[src/rtl/pipe_hazard_unit_if.sv]
// ID-stage request and hazard-control response bundle for pipe_hazard_unit.
// master = pipeline control driving ID info, slave = the hazard unit.
interface pipe_hazard_unit_if #(
    parameter int unsigned REG_ADDR_WIDTH = 5,
    parameter int unsigned SEL_W          = 2
);
    logic                      pipe_en_i;
    logic                      id_valid_i;
    logic [REG_ADDR_WIDTH-1:0] id_rs1_i;
    logic [REG_ADDR_WIDTH-1:0] id_rs2_i;
    logic                      id_rs1_use_i;
    logic                      id_rs2_use_i;
    logic [REG_ADDR_WIDTH-1:0] id_rd_i;
    logic                      id_wb_en_i;
    logic                      id_is_load_i;
    logic                      redirect_i;
    logic                      stall_o;
    logic                      bubble_o;
    logic                      flush_if_id_o;
    logic [SEL_W-1:0]          fwd_rs1_sel_o;
    logic [SEL_W-1:0]          fwd_rs2_sel_o;
    logic [31:0]               stall_cnt_o;

    modport master (
        output pipe_en_i, id_valid_i, id_rs1_i, id_rs2_i, id_rs1_use_i, id_rs2_use_i,
        output id_rd_i, id_wb_en_i, id_is_load_i, redirect_i,
        input  stall_o, bubble_o, flush_if_id_o, fwd_rs1_sel_o, fwd_rs2_sel_o, stall_cnt_o
    );

    modport slave (
        input  pipe_en_i, id_valid_i, id_rs1_i, id_rs2_i, id_rs1_use_i, id_rs2_use_i,
        input  id_rd_i, id_wb_en_i, id_is_load_i, redirect_i,
        output stall_o, bubble_o, flush_if_id_o, fwd_rs1_sel_o, fwd_rs2_sel_o, stall_cnt_o
    );
endinterface

[src/rtl/pipe_hazard_unit.sv]
// Hazard, forwarding and flush controller driven by a shift-register writer scoreboard.
// Define HAZARD_FORWARD_EN for forwarding + load-latency stalls; otherwise every match stalls.
module pipe_hazard_unit #(
    parameter int unsigned REG_ADDR_WIDTH = 5,
    parameter int unsigned FWD_DEPTH      = 3,
    parameter int unsigned LOAD_LAT       = 1,
    parameter int unsigned SEL_W          = $clog2(FWD_DEPTH)
) (
    input  logic              clk,
    input  logic              rst_n,
    pipe_hazard_unit_if.slave hz
);

    logic [FWD_DEPTH-1:0]      sb_v_q, sb_v_d;
    logic [FWD_DEPTH-1:0]      sb_ld_q, sb_ld_d;
    logic [REG_ADDR_WIDTH-1:0] sb_rd_q [FWD_DEPTH];
    logic [REG_ADDR_WIDTH-1:0] sb_rd_d [FWD_DEPTH];
    logic [31:0]               stall_cnt_q, stall_cnt_d;

    logic [REG_ADDR_WIDTH-1:0] src [2];
    logic [1:0]                src_use;
    logic [1:0]                hit;
    logic [1:0]                hit_early;
    logic [SEL_W-1:0]          hit_sel [2];
    logic                      stall_raw;
    logic                      active;
    logic                      stall;
    logic                      bubble;

    // Lowest matching age wins; the oldest entry retires before the consumer reads.
    always_comb begin
        src[0]     = hz.id_rs1_i;
        src[1]     = hz.id_rs2_i;
        src_use[0] = hz.id_rs1_use_i;
        src_use[1] = hz.id_rs2_use_i;
        hit        = '0;
        hit_early  = '0;
        hit_sel[0] = '0;
        hit_sel[1] = '0;
        for (int s = 0; s < 2; s++) begin
            for (int k = int'(FWD_DEPTH) - 2; k >= 0; k--) begin
                if (sb_v_q[k] && (sb_rd_q[k] == src[s]) && (src[s] != '0) && src_use[s]) begin
                    hit[s]       = 1'b1;
                    hit_early[s] = sb_ld_q[k] && (k < int'(LOAD_LAT));
                    hit_sel[s]   = SEL_W'(k + 1);
                end
            end
        end
    end

`ifdef HAZARD_FORWARD_EN
    assign stall_raw = |(hit & hit_early);
`else
    assign stall_raw = |hit;
`endif

    // Reset forces the combinational controls low without waiting for an edge.
    assign active = hz.pipe_en_i & rst_n;
    assign stall  = active & hz.id_valid_i & ~hz.redirect_i & stall_raw;
    assign bubble = stall | (active & hz.redirect_i);

    assign hz.stall_o       = stall;
    assign hz.bubble_o      = bubble;
    assign hz.flush_if_id_o = active & hz.redirect_i;
    assign hz.stall_cnt_o   = stall_cnt_q;

    always_comb begin
        sb_v_d      = sb_v_q;
        sb_ld_d     = sb_ld_q;
        sb_rd_d     = sb_rd_q;
        stall_cnt_d = stall_cnt_q;
        if (hz.pipe_en_i) begin
            for (int k = int'(FWD_DEPTH) - 1; k > 0; k--) begin
                sb_v_d[k]  = sb_v_q[k-1];
                sb_ld_d[k] = sb_ld_q[k-1];
                sb_rd_d[k] = sb_rd_q[k-1];
            end
            sb_v_d[0]  = hz.id_valid_i & hz.id_wb_en_i & (hz.id_rd_i != '0) & ~bubble;
            sb_ld_d[0] = hz.id_is_load_i;
            sb_rd_d[0] = hz.id_rd_i;
        end
        if (stall && (stall_cnt_q != 32'hFFFF_FFFF)) begin
            stall_cnt_d = stall_cnt_q + 32'd1;
        end
    end

    always_ff @(posedge clk or negedge rst_n) begin
        if (!rst_n) begin
            sb_v_q      <= '0;
            sb_ld_q     <= '0;
            stall_cnt_q <= '0;
            for (int k = 0; k < int'(FWD_DEPTH); k++) begin
                sb_rd_q[k] <= '0;
            end
        end else begin
            sb_v_q      <= sb_v_d;
            sb_ld_q     <= sb_ld_d;
            sb_rd_q     <= sb_rd_d;
            stall_cnt_q <= stall_cnt_d;
        end
    end

    logic unused_tail;
    assign unused_tail = sb_v_q[FWD_DEPTH-1] ^ sb_ld_q[FWD_DEPTH-1] ^ (^sb_rd_q[FWD_DEPTH-1]);

`ifdef HAZARD_FORWARD_EN
    logic [SEL_W-1:0] sel1_q, sel1_d;
    logic [SEL_W-1:0] sel2_q, sel2_d;

    always_comb begin
        sel1_d = sel1_q;
        sel2_d = sel2_q;
        if (hz.pipe_en_i) begin
            sel1_d = bubble ? '0 : hit_sel[0];
            sel2_d = bubble ? '0 : hit_sel[1];
        end
    end

    always_ff @(posedge clk or negedge rst_n) begin
        if (!rst_n) begin
            sel1_q <= '0;
            sel2_q <= '0;
        end else begin
            sel1_q <= sel1_d;
            sel2_q <= sel2_d;
        end
    end

    assign hz.fwd_rs1_sel_o = sel1_q;
    assign hz.fwd_rs2_sel_o = sel2_q;
`else
    logic unused_fwd;
    assign unused_fwd = (^hit_early) ^ (^hit_sel[0]) ^ (^hit_sel[1]);

    assign hz.fwd_rs1_sel_o = '0;
    assign hz.fwd_rs2_sel_o = '0;
`endif

endmodule

[src/flat_wrapper.sv]
// flat-port wrapper written by rule: the top's interface ports become plain ports
module pipe_hazard_unit_flat 
#(
    parameter int unsigned REG_ADDR_WIDTH = 5,
    parameter int unsigned FWD_DEPTH      = 3,
    parameter int unsigned LOAD_LAT       = 1,
    parameter int unsigned SEL_W          = $clog2(FWD_DEPTH)
)
  (clk, rst_n, hz_pipe_en_i, hz_id_valid_i, hz_id_rs1_i, hz_id_rs2_i, hz_id_rs1_use_i, hz_id_rs2_use_i, hz_id_rd_i, hz_id_wb_en_i, hz_id_is_load_i, hz_redirect_i, hz_stall_o, hz_bubble_o, hz_flush_if_id_o, hz_fwd_rs1_sel_o, hz_fwd_rs2_sel_o, hz_stall_cnt_o);
  pipe_hazard_unit_if #(.REG_ADDR_WIDTH(REG_ADDR_WIDTH), .SEL_W(SEL_W)) hz_i ();
  input  logic clk;
  input  logic rst_n;
  input wire logic [$bits(hz_i.pipe_en_i)-1:0] hz_pipe_en_i;
  input wire logic [$bits(hz_i.id_valid_i)-1:0] hz_id_valid_i;
  input wire logic [$bits(hz_i.id_rs1_i)-1:0] hz_id_rs1_i;
  input wire logic [$bits(hz_i.id_rs2_i)-1:0] hz_id_rs2_i;
  input wire logic [$bits(hz_i.id_rs1_use_i)-1:0] hz_id_rs1_use_i;
  input wire logic [$bits(hz_i.id_rs2_use_i)-1:0] hz_id_rs2_use_i;
  input wire logic [$bits(hz_i.id_rd_i)-1:0] hz_id_rd_i;
  input wire logic [$bits(hz_i.id_wb_en_i)-1:0] hz_id_wb_en_i;
  input wire logic [$bits(hz_i.id_is_load_i)-1:0] hz_id_is_load_i;
  input wire logic [$bits(hz_i.redirect_i)-1:0] hz_redirect_i;
  output wire logic [$bits(hz_i.stall_o)-1:0] hz_stall_o;
  output wire logic [$bits(hz_i.bubble_o)-1:0] hz_bubble_o;
  output wire logic [$bits(hz_i.flush_if_id_o)-1:0] hz_flush_if_id_o;
  output wire logic [$bits(hz_i.fwd_rs1_sel_o)-1:0] hz_fwd_rs1_sel_o;
  output wire logic [$bits(hz_i.fwd_rs2_sel_o)-1:0] hz_fwd_rs2_sel_o;
  output wire logic [$bits(hz_i.stall_cnt_o)-1:0] hz_stall_cnt_o;
  assign hz_i.pipe_en_i = hz_pipe_en_i;
  assign hz_i.id_valid_i = hz_id_valid_i;
  assign hz_i.id_rs1_i = hz_id_rs1_i;
  assign hz_i.id_rs2_i = hz_id_rs2_i;
  assign hz_i.id_rs1_use_i = hz_id_rs1_use_i;
  assign hz_i.id_rs2_use_i = hz_id_rs2_use_i;
  assign hz_i.id_rd_i = hz_id_rd_i;
  assign hz_i.id_wb_en_i = hz_id_wb_en_i;
  assign hz_i.id_is_load_i = hz_id_is_load_i;
  assign hz_i.redirect_i = hz_redirect_i;
  assign hz_stall_o = hz_i.stall_o;
  assign hz_bubble_o = hz_i.bubble_o;
  assign hz_flush_if_id_o = hz_i.flush_if_id_o;
  assign hz_fwd_rs1_sel_o = hz_i.fwd_rs1_sel_o;
  assign hz_fwd_rs2_sel_o = hz_i.fwd_rs2_sel_o;
  assign hz_stall_cnt_o = hz_i.stall_cnt_o;
  pipe_hazard_unit #(.REG_ADDR_WIDTH(REG_ADDR_WIDTH), .FWD_DEPTH(FWD_DEPTH), .LOAD_LAT(LOAD_LAT), .SEL_W(SEL_W)) u_core (.clk(clk), .rst_n(rst_n), .hz(hz_i));
endmodule
[config.mk]
export PLATFORM = sky130hd
export DESIGN_NAME = pipe_hazard_unit_flat
export DESIGN_NICKNAME = d
export VERILOG_FILES = /design/src/rtl/pipe_hazard_unit_if.sv /design/src/rtl/pipe_hazard_unit.sv /design/src/flat_wrapper.sv
export SDC_FILE = /design/constraint.sdc
export NUM_CORES = 1
export LEC_CHECK = 0
export BUFFER_PORTS_ARGS = -buffer_cell sky130_fd_sc_hd__clkbuf_2
export CAP_MARGIN = 10
export CORE_AREA = 2 2 75 77
export DETAILED_ROUTE_END_ITERATION = 16
export DIE_AREA = 0 0 77 79
export PLACE_DENSITY = 0.75
export SETUP_SLACK_MARGIN = 0.4
export SKIP_LAST_GASP = 1
export SYNTH_ARGS = -nofsm -noshare
export SYNTH_HDL_FRONTEND = slang
export SYNTH_SLANG_ARGS = --single-unit
[constraint.sdc]
create_clock -name clk -period 2.17 [get_ports clk]
set_input_delay 0.434 -clock clk [delete_from_list [all_inputs] [get_ports clk]]
set_output_delay 0.434 -clock clk [all_outputs]
set_load 0.01 [all_outputs]
==> impl_metrics.csv <==
group,metric,value,unit
outcome,status,"finished with violations",
outcome,violations,"setup timing",
timing,tightest_slew,538.1,ps
clocking,clockBufferDepth,2,
finish,syn_to_final_growth,31.73,%
setup_path,arrival,1790,ps
finish,antenna_cells,0,
floorplan,die_height,79,um
routing,via_count,1996,
clocking,cts_tree,"done",
timing,fmax,0.4500,GHz
global_route,grt_antenna_before_repair,0,
timing,period_needed,2222,ps
setup_path,r2r-end,"u_core.hz.stall_cnt_o[25]",
synthesis,yosysSeqAreaShare,44.60,%
placement,hpwl,4087,um
routing,viasPerCell,5.280,
routing,first_pass_iters,4,
floorplan,dieArea,0.006083,sq mm
routing,first_iter_violations,71,
setup_path,critPathLaunchType,"primary input",
finish,drive_gt1_share,44.77,%
routing,ant_nets,0,
setup_path,r2r_cells,10,
clocking,h-tree-depth,2,
worst_hold_path,holdCritPathClass,"primary input to asynchronous set/reset pin",
power,peakVddDrop,0.3938,mV
timing,skew,3.643,ps
synthesis,synth_flop_cell,"dfrtp_1",
finish,final_nets,330,
floorplan,num_rows,27,
setup_path,reg2reg_setup_slack,100,ps
global_route,grt_pass1_wl,9597,um
finish,layout_commonest_cell,"clkbuf_2",
timing,rsz0062_at_grt,"true",
clocking,cts_buffers,5,
global_route,gr-total-overflow,0,
timing,final_hold_viol_count,0,
routing,drt_wl_total,5719,um
floorplan,die_w,77,um
clocking,root_buffer,"clkbuf_8",
clocking,clkSinkCount,44,
synthesis,synthCells,221,
global_route,track_usage,19.75,%
placement,gp_congestion,0.9449,
finish,layout_common_cells,"clkbuf_2 (57), xnor2_1 (45), dfrtp_1 (43)",
synthesis,yosysWarnings,0,
setup_path,reg2reg_from,"u_core.sb_rd_q[11]",
timing,setup_slack,-52.30,ps
synthesis,synth_edf_count,0,
setup_path,critPathKind,"primary input to output pin",
setup_path,cp_data_required_time,1740,ps
synthesis,synth-seq-cells,44,
routing,wl_per_cell,15.13,um
timing,final_max_slew_viol_count,0,
clocking,clk_latency,290,ps
synthesis,synth_cell_types,39,
finish,fin_util,60.92,%
setup_path,worst-path-max-fanout,2,
floorplan,io_pins,63,
timing,timing.final.crit_share,102.4,%
synthesis,synthesis.area,0.002469,sq mm
setup_path,endpoint_kind,"output pin",
timing,setup_viol,2,
global_route,grt_max_degree,45,
timing,finalSetupTns,-62.76,ps
power,power.density,538.3,mW/mm^2
routing,drc,0,
synthesis,postSynth.asyncResetShare,100.0,%
power,leakagePower,0.001470,uW
placement,io_buffer_count,57,
timing,max_slew_margin,64.13,%
job,cap_violations,0,
floorplan,initial_core_util,46.25,%
floorplan,core,0.005338,sq mm
global_route,grt_pass1_vias,1975,
synthesis,avgSynthCellArea,11.17,sq um
clocking,clk_pin_slew,80,ps
[worst max-delay path by stage]
stage | startpoint | end | depth (start not counted)
final | hz_id_rs2_i[0] | hz_bubble_o | 6
after global routing | u_core.sb_rd_q[10] | hz_bubble_o | 6
after CTS | hz_id_rs1_i[0] | hz_bubble_o | 6
after detailed placement | hz_id_rs2_i[1] | hz_stall_o | 8
after global placement | hz_id_rs2_i[1] | hz_stall_o | 8
after floorplan | hz_id_rs1_i[0] | hz_bubble_o | 5
[sequential cells by signal, summed over array words and instances, names as in the netlist]
name                   cells
u_core.hz.stall_cnt_o     32
u_core.sb_rd_q            10
u_core.sb_v_q              2
[worst max-delay path: stages]
cell,delay (ps)
clkbuf_2,90
or3_1,370
o311a_1,300
a22o_1,240
or2_4,230
clkbuf_2,120
[metal layers]
layer	GRT usage [%]	up-vias	routed length [um]
met5	0	-	0
met4	6.429	0	78
met3	4.205	9	305
met2	33.51	55	2819
met1	25.37	979	2515
li1	-	953	-
[area by class of cell]
type	count	area [sq um]
flip-flops and latches	44	1102
well taps	72	90.09
clock buffers	7	96.34
inverters	2	7.507
fillers	477	2086
clock inverters	1	30.03
repair buffers	86	568.0
multi-input cells	166	1358
[kinds of logic after synthesis]
group / count (synthesis) / share of synthesized area [%]
xor+xnor: 49 / 17.38
fa+ha+maj: 1 / 0.5068
other cells: 1 / 0.1519
buf+inv: 14 / 4.106
simple gates: 88 / 23.67
compound gates: 11 / 3.649
mux: 13 / 5.930
flops: 44 / 44.60
[timing repair]
item	4_1_cts	5_1_grt
endpoints found under the hold margin	0	0
gates cloned	1	0
hold buffers	0	0
setup endpoints to repair	33	34
pin swaps	19	4
buffers inserted	6	0
resized for setup	24	3
[cell usage after synthesis (2+ instances only)]
cell type / count / share of area (%)
a21oi_1: 2 / 0.41
a31oi_1: 2 / 0.51
and3_1: 15 / 3.8
and4_1: 6 / 2.1
buf_4: 5 / 1.5
buf_6: 4 / 1.8
clkbuf_1: 2 / 0.30
dfrtp_1: 44 / 45
inv_1: 2 / 0.30
mux2_2: 12 / 5.5
nand2_1: 12 / 1.8
nand3_1: 8 / 1.6
nand3_2: 11 / 4.5
nand4_1: 15 / 3.8
nor2_1: 4 / 0.61
nor2b_1: 2 / 0.51
nor3_1: 3 / 0.61
o311a_1: 2 / 0.81
o32ai_1: 2 / 0.71
or3_1: 2 / 0.51
xnor2_1: 47 / 17
xor2_1: 2 / 0.71
[power breakdown]
part	total (uW)	internal (uW)	switching, uW
clock	670	406	264
sequential	882	848	33.9
combinational	198	109	88.3
[per-stage QoR]
step	hold WS (ps)	cell area [sq um]	total power [uW]	cells	setup WS, ps
floorplan	138.4	2505	998.7	224	88.76
global placement	482.3	2940	1072	363	-34.33
detailed placement	488.6	2940	1079	363	-64.93
CTS	302.5	3236	1769	378	-45.66
global route	339.8	3252	1830	378	-103.8
finish	292.1	3252	1751	378	-52.30
Power figures use the tool's default switching activity.
